[config.mk]
export PLATFORM = sky130hd
export DESIGN_NAME = mult_error_profiler
export DESIGN_NICKNAME = d
export VERILOG_FILES = /design/src/rtl/mult_error_profiler_pkg.sv /design/src/rtl/mult_error_profiler_abs_diff.sv /design/src/rtl/mult_error_profiler.sv
export SDC_FILE = /design/constraint.sdc
export NUM_CORES = 1
export LEC_CHECK = 0
export CAP_MARGIN = 20
export CORE_MARGIN = 8
export CORE_UTILIZATION = 30
export DETAILED_ROUTE_END_ITERATION = 10
export GPL_ROUTABILITY_DRIVEN = 1
export GPL_TIMING_DRIVEN = 0
export SYNTH_ARGS = -nofsm -noshare
export SYNTH_HDL_FRONTEND = slang
export SYNTH_HIERARCHICAL = 1
export SYNTH_SLANG_ARGS = --single-unit
[constraint.sdc]
create_clock -name clk -period 9.1 [get_ports clk]
set_input_delay 2.73 -clock clk [delete_from_list [all_inputs] [get_ports clk]]
set_output_delay 2.73 -clock clk [all_outputs]
set_load 0.1 [all_outputs]
[src/rtl/mult_error_profiler_pkg.sv]
// Shared types and widths for the multiplier error profiler.
package mult_error_profiler_pkg;

    localparam int W_DEF  = 4;
    localparam int PROD_W = 2 * W_DEF;
    localparam int CNT_W  = 2 * W_DEF + 1;
    localparam int SUM_W  = 4 * W_DEF;

    typedef enum logic [1:0] {
        ST_IDLE,
        ST_SWEEP,
        ST_DRAIN,
        ST_DONE
    } state_t;

endpackage

[src/rtl/mult_error_profiler_abs_diff.sv]
// Unsigned absolute difference |a - b|, purely combinational.
module abs_diff #(
    parameter int N = 8
) (
    input  logic [N-1:0] a,
    input  logic [N-1:0] b,
    output logic [N-1:0] d
);

    assign d = (a >= b) ? (a - b) : (b - a);

endmodule

[src/rtl/mult_error_profiler.sv]
// Sweeps every operand pair through an external multiplier and profiles its
// error distance against the exact product (count, maximum, sum).
module mult_error_profiler
    import mult_error_profiler_pkg::*;
#(
    parameter int W = W_DEF
) (
    input  logic             clk,
    input  logic             rst,
    input  logic             start,
    input  logic             abort,
    output logic [W-1:0]     op_a,
    output logic [W-1:0]     op_b,
    input  logic [2*W-1:0]   mult_p,
    output logic             busy,
    output logic             done,
    output logic [2*W:0]     err_count,
    output logic [2*W-1:0]   max_ed,
    output logic [4*W-1:0]   sum_ed,
    output state_t           state_dbg
);

    localparam logic [2*W-1:0] IDX_ONE = {{(2*W-1){1'b0}}, 1'b1};
    localparam logic [2*W:0]   CNT_ONE = {{(2*W){1'b0}}, 1'b1};

    state_t           state;
    logic [2*W-1:0]   index;
    logic [2*W-1:0]   index_nx;
    logic [2*W-1:0]   exact;
    logic [2*W-1:0]   p_q;
    logic [2*W-1:0]   exact_q;
    logic [2*W-1:0]   ed;
    logic             s1_valid;

    assign index_nx  = index + IDX_ONE;
    assign exact     = {{W{1'b0}}, op_a} * {{W{1'b0}}, op_b};
    assign state_dbg = state;

    abs_diff #(.N(2*W)) u_abs_diff (
        .a (p_q),
        .b (exact_q),
        .d (ed)
    );

    always_ff @(posedge clk) begin
        if (rst) begin
            state     <= ST_IDLE;
            index     <= '0;
            op_a      <= '0;
            op_b      <= '0;
            p_q       <= '0;
            exact_q   <= '0;
            s1_valid  <= 1'b0;
            busy      <= 1'b0;
            done      <= 1'b0;
            err_count <= '0;
            max_ed    <= '0;
            sum_ed    <= '0;
        end else begin
            // Stage 2 runs whenever stage 1 holds an entry, even on an abort edge.
            if (s1_valid) begin
                if (ed != '0) err_count <= err_count + CNT_ONE;
                sum_ed <= sum_ed + {{(2*W){1'b0}}, ed};
                if (ed > max_ed) max_ed <= ed;
            end

            case (state)
                ST_IDLE, ST_DONE: begin
                    if (start) begin
                        state     <= ST_SWEEP;
                        index     <= '0;
                        op_a      <= '0;
                        op_b      <= '0;
                        busy      <= 1'b1;
                        done      <= 1'b0;
                        err_count <= '0;
                        max_ed    <= '0;
                        sum_ed    <= '0;
                    end
                end
                ST_SWEEP: begin
                    if (abort) begin
                        state    <= ST_IDLE;
                        s1_valid <= 1'b0;
                        busy     <= 1'b0;
                    end else begin
                        p_q      <= mult_p;
                        exact_q  <= exact;
                        s1_valid <= 1'b1;
                        index    <= index_nx;
                        // Operands follow the index but hold the final pair once it wraps.
                        if (&index) begin
                            state <= ST_DRAIN;
                        end else begin
                            op_a <= index_nx[W-1:0];
                            op_b <= index_nx[2*W-1:W];
                        end
                    end
                end
                ST_DRAIN: begin
                    s1_valid <= 1'b0;
                    busy     <= 1'b0;
                    if (abort) begin
                        state <= ST_IDLE;
                    end else begin
                        state <= ST_DONE;
                        done  <= 1'b1;
                    end
                end
                default: state <= ST_IDLE;
            endcase
        end
    end

endmodule
* Word-level counts from Yosys, hierarchy flattened
Cells that the tools add are included.
** Word-level totals
- Bits in registers :: 70
- Logic and storage cells :: 78
** Operators by class
- $add $sub $neg :: 5
- Multiply operators :: 1
- Magnitude comparators :: 2
- Equal/unequal tests :: 9
- Multiplexer cells :: 35
- Bitwise gates (word level) :: 1
- Reduce and logical (&&, ||, !) cells :: 13
** Operators by type and width (number)
- 2-to-1 mux 8 bit :: 7
- 2-to-1 mux 16 bit :: 3
- 2-to-1 mux 9 bit :: 4
- 2-to-1 mux 4 bit :: 5
- adder 16 x 8 -> 16 bit :: 1
- one-hot mux 4 bit (2 select lines) :: 2
- one-hot mux 8 bit (2 select lines) :: 1
- subtractor 8 bit :: 2
- != test 2 bit, second input constant :: 5
- adder 9 x 1 -> 9 bit, second input constant :: 1
- adder 8 x 1 -> 8 bit, second input constant :: 1
- >= comparator 8 bit :: 1
- greater-than comparator 8 bit :: 1
- multiplier 4 x 4 -> 8 bit :: 1
- 2-to-1 mux 2 bit :: 4
- AND reduction 8 bit :: 1
- nonzero test 8 bit :: 1
- one-hot mux 2 bit (3 select lines) :: 1
- AND reduction 2 bit :: 3
- AND reduction 3 bit :: 2
- nonzero test 2 bit :: 3
- 2-to-1 mux 1 bit :: 5
- equality test 2 bit, second input constant :: 2
- one-hot mux 1 bit (2 select lines) :: 2
- other kinds (7) :: 7

* Logic depth before layout (Yosys ltp)
Gate-level depths: netlist of run 1.
- Depth in word-level cells :: 7
- Depth in mapped cells :: 15
- Gate-level depth less buffers :: 13

* Hierarchy
The synthesis of run 1 kept the hierarchy.
** By module, submodules not included
- mult_error_profiler :: instances 1, cells each 475, area an instance 3947.5 um2, sequential area each 1401.3 um2
- abs_diff :: instances 1, cells each 81, area an instance 651.9 um2, sequential area each 0.0 um2

* Worst setup path after synthesis of run 1
OpenSTA, ideal clock, no wires.
- Kind :: input-to-reg
- Start point :: input rst
- End point :: register sum_ed[7]
- Setup time :: 0.062 ns
- Data arrival time :: 3.724 ns
- Required time :: 9.038 ns
- Setup slack :: 5.314 ns
- Stages on the path :: 6
- Buffers on the path :: 1
- Path through :: clkbuf_1 inv_2 nand2_2 or3_1 mux2_2 nand2_1
** RTL lines
- start: declaration :: line mult_error_profiler.sv:9 : input logic rst,
- end signal: assignment :: line mult_error_profiler.sv:63 : sum_ed <= sum_ed + {{(2*W){1'b0}}, ed};
- end: declaration :: line mult_error_profiler.sv:19 : output logic [4*W-1:0] sum_ed,

* Worst setup path after layout of run 1
- Start point :: register op_b[0]
- End point :: output op_b[0]
** RTL lines
- start: declaration :: line mult_error_profiler.sv:13 : output logic [W-1:0] op_b,
- start signal: assignment :: line mult_error_profiler.sv:96 : op_b <= index_nx[2*W-1:W];
No word-level cell between the ends.

==> metrics, run 1 <==
Mapped Area=approximately 4600 um^2; commonest non-fill, non-tap cell in the layout=dfxtp_1; VDD IR max=approximately 0.094 mV; Post-CTS Hold Buffers=0; crit share post-route=51.82%; total die area=slightly below 20,000 um^2; clock latency on the worst-skew pair=around 340 ps; Clock Tree Buf Depth=2; Resize count post-CTS=0; clk root buf=clkbuf_16; drt pass-1 iters=4; hpwl dp=between 9 and 10 mm; Initial DRC Count=307; CP max FO=6; Top Family by Delay on Critical Path=buffers and inverters; Post-CTS Setup Bufs=0; DIE WIDTH=between 100 and 150 um; CP endpoint kind=output port; Clock power frac=35.0%; crit path launch type=flop; fmax=between 200 and 250 MHz; vias per cell=5.088; clk_skew=around 6.7 ps; H-Tree Depth=3; setup tns final=0 ps; Syn-to-layout area delta=22.91%; Routed Antenna Nets=0; Slew headroom=33.48%; TritonCTS buffer count=9; fin nets=approximately 690; Post-synth EDFFs=0; Final WS setup=~4400 ps; CTS tree=built; syn nets=622; final hold viol count=0; Synthesis Warnings=6; CP max-delay cell=clkdlybuf4s50_1; RePlAce Congestion=a little under 0.9; cell-internal power=about 0.00059 W; leakage=approximately 2.2 nW; # rows=45; combinational group share of total power=a little under 30%; synthesized flop and latch total=70; RSZ-0062 raised after global routing=false; CP arrival=a little under 2000 ps; Port Buf Inserts=55; Netlist cell types=52; Setup WS pre-CTS=roughly 4600 ps; die height=between 100 and 150 um; Max Cap Viol=0; Total GRT Usage=between 10% and 20%; via count=roughly 4.1k; status=complete, no violations; antenna violations before repair=0; Tmin final=between 4000 and 5000 ps; kind of critical path=flop to output port; Worst Hold Class=flop to flop; Async SR Flop Fraction=0%; share of layout cells above drive strength 1=6.380%; first-pass GRT wire length=around 20 mm; number of global-route vias before repair=about 4k; DR WL/cell=between 10 and 15 um; Power Dens Cells=161.7 nW/um^2; Final Max Slew Viols=0; CP max stage delay=~1200 ps; num ports=57; grt ovf=0; # diodes=0; sequential share of the synthesized area=~30%; largest net degree at the start of global routing=13; switching share of power=a little over a third; Reg power frac=between 30% and 40%; initial core utilization=a little under a third; slew at the pin with the worst max-slew slack=a little under 1000 ps; CTS sink cnt=70; Critical Path RT=around 6400 ps; final setup violation count=0; clock slew at reported path FFs=about 60 ps; Syn Area/Cell=8.272 um^2; Core ar.=15,090 um^2; drt drc=0; most frequent cells in the layout=70 x dfxtp_1, 64 x a21oi_1, 56 x nand2_1, 55 x clkdlybuf4s50_1, 47 x ha_1; Syn Inst Count=around 560; cell-by-cell trace of the critical path=clkdlybuf4s50_1; buffer and inverter count on the worst path=1; Post-synth top flop=dfxtp_1; DRT Wirelength=between 10 and 15 mm; NetSw=between 0.0003 and 0.0004 W
==> Yosys cell counts (2+ instances only) <==
| cell type | number | area share, % |
|---|---|---|
| dfxtp_1 | 70 | 30 |
| a21oi_1 | 64 | 7.0 |
| nand2_1 | 56 | 4.6 |
| ha_1 | 47 | 13 |
| inv_1 | 37 | 3.0 |
| nor2_1 | 32 | 2.6 |
| o21ai_0 | 26 | 2.8 |
| nand3_1 | 24 | 2.6 |
| xor2_1 | 16 | 3.0 |
| mux2i_1 | 14 | 3.0 |
| nand4_1 | 14 | 1.9 |
| xnor2_1 | 14 | 2.7 |
| a21o_1 | 12 | 2.0 |
| clkbuf_1 | 12 | 0.98 |
| and3_1 | 11 | 1.5 |
| and2_1 | 10 | 1.4 |
| nor3_1 | 9 | 0.98 |
| a31oi_1 | 8 | 1.1 |
| a211oi_1 | 7 | 1.1 |
| fa_1 | 7 | 3.0 |
| nand2b_1 | 6 | 0.82 |
| nor2b_1 | 6 | 0.82 |
| o211ai_1 | 6 | 0.98 |
| buf_2 | 5 | 0.54 |
| nand3b_1 | 4 | 0.65 |
| or3_1 | 4 | 0.54 |
| a21o_2 | 3 | 0.57 |
| a22oi_1 | 3 | 0.49 |
| buf_6 | 3 | 0.73 |
| and4_1 | 2 | 0.38 |
| inv_2 | 2 | 0.16 |
| or4_4 | 2 | 0.49 |
==> layer usage <==
metal / global-route usage, % / up-vias / wire [um]
met3: 3.830 / 16 / 641
met1: 15.48 / 1934 / 5710
met5: 0 / - / 0
met4: 3.943 / 0 / 170
met2: 20.37 / 97 / 5535
li1: - / 2100 / -
==> power groups by stage <==
stage / combinational [W] / clock, W / sequential, W
after global placement: 0.000258 / 0 / 0.000335
after global routing: 0.000292 / 0.000341 / 0.000331
after floorplan: 0.000164 / 0 / 0.000371
after CTS: 0.000266 / 0.000328 / 0.000329
after detailed placement: 0.000264 / 0 / 0.000336
final: 0.000265 / 0.000320 / 0.000329
==> flip-flops by register name (all words and copies together), names as in the netlist, 4 cells and up <==
name and count:
sum_ed 16, exact_q 8, max_ed 8, p_q 8, op_a 4, index 8, err_count 9, op_b 4
==> area by class of cell <==
cell class                      count  area (um^2)
Sequential cell                    70         1401
Clock inverter                      6        38.79
Fill cell                        1567         9437
Clock buffer                       10        229.0
Buffer                             21        107.6
Tap cell                          188        235.2
Multi-Input combinational cell    426         2944
Timing Repair Buffer               55        550.5
Inverter                           39        146.4
==> worst paths after layout <==
kind	start	end	slack, ps	depth (start not counted)
min	exact_q[2]	exact_q[2]	470	2
min reg2reg	exact_q[2]	exact_q[2]	470	2
max	op_b[0]	op_b[0]	4380	1
max reg2reg	p_q[3]	max_ed[4]	5060	15
==> metrics by stage <==
stage	util [%]	power, W	area (um^2)	hold slack (ps)	instances
finish	37.46	0.0009141	5653	470.8	815
global route	37.46	0.0009643	5653	505.6	815
CTS	37.46	0.0009225	5653	476.4	815
detailed placement	35.69	0.0006000	5385	468.6	799
global placement	35.69	0.0005935	5385	453.5	799
floorplan	-	0.0005350	4599	440.6	556
==> kinds of logic after synthesis <==
family                   share of synthesized area [%]
AO/OA/AOI/OAI                                    18.63
XOR/XNOR                                         5.713
adder cells (fa/ha/maj)                          15.83
buffers and inverters                            5.522
flip-flops                                       30.47
multiplexers                                     3.292
AND/OR/NAND/NOR                                  20.54
Power figures use the tool's default switching activity.
==> run 2, diff against run 1 <==
clock period = 4.7 ns   (was 9.1 ns; I/O delays follow)
==> results of run 2 <==
The final DEF is identical to that of run 1. Status: complete, no violations.
Among the figures that moved: setup slack after placement 4607 ps -> 767.1 ps; setup slack after layout 4384 ps -> 662.2 ps; start point of the critical path op_b[0] -> p_q[3]; end point of the critical path op_b[0] -> max_ed[4]; register-to-register setup slack 5060 ps -> 660 ps; total power 0.0009141 W -> 0.001770 W; worst IR drop on VDD 0.09367 mV -> 0.1814 mV
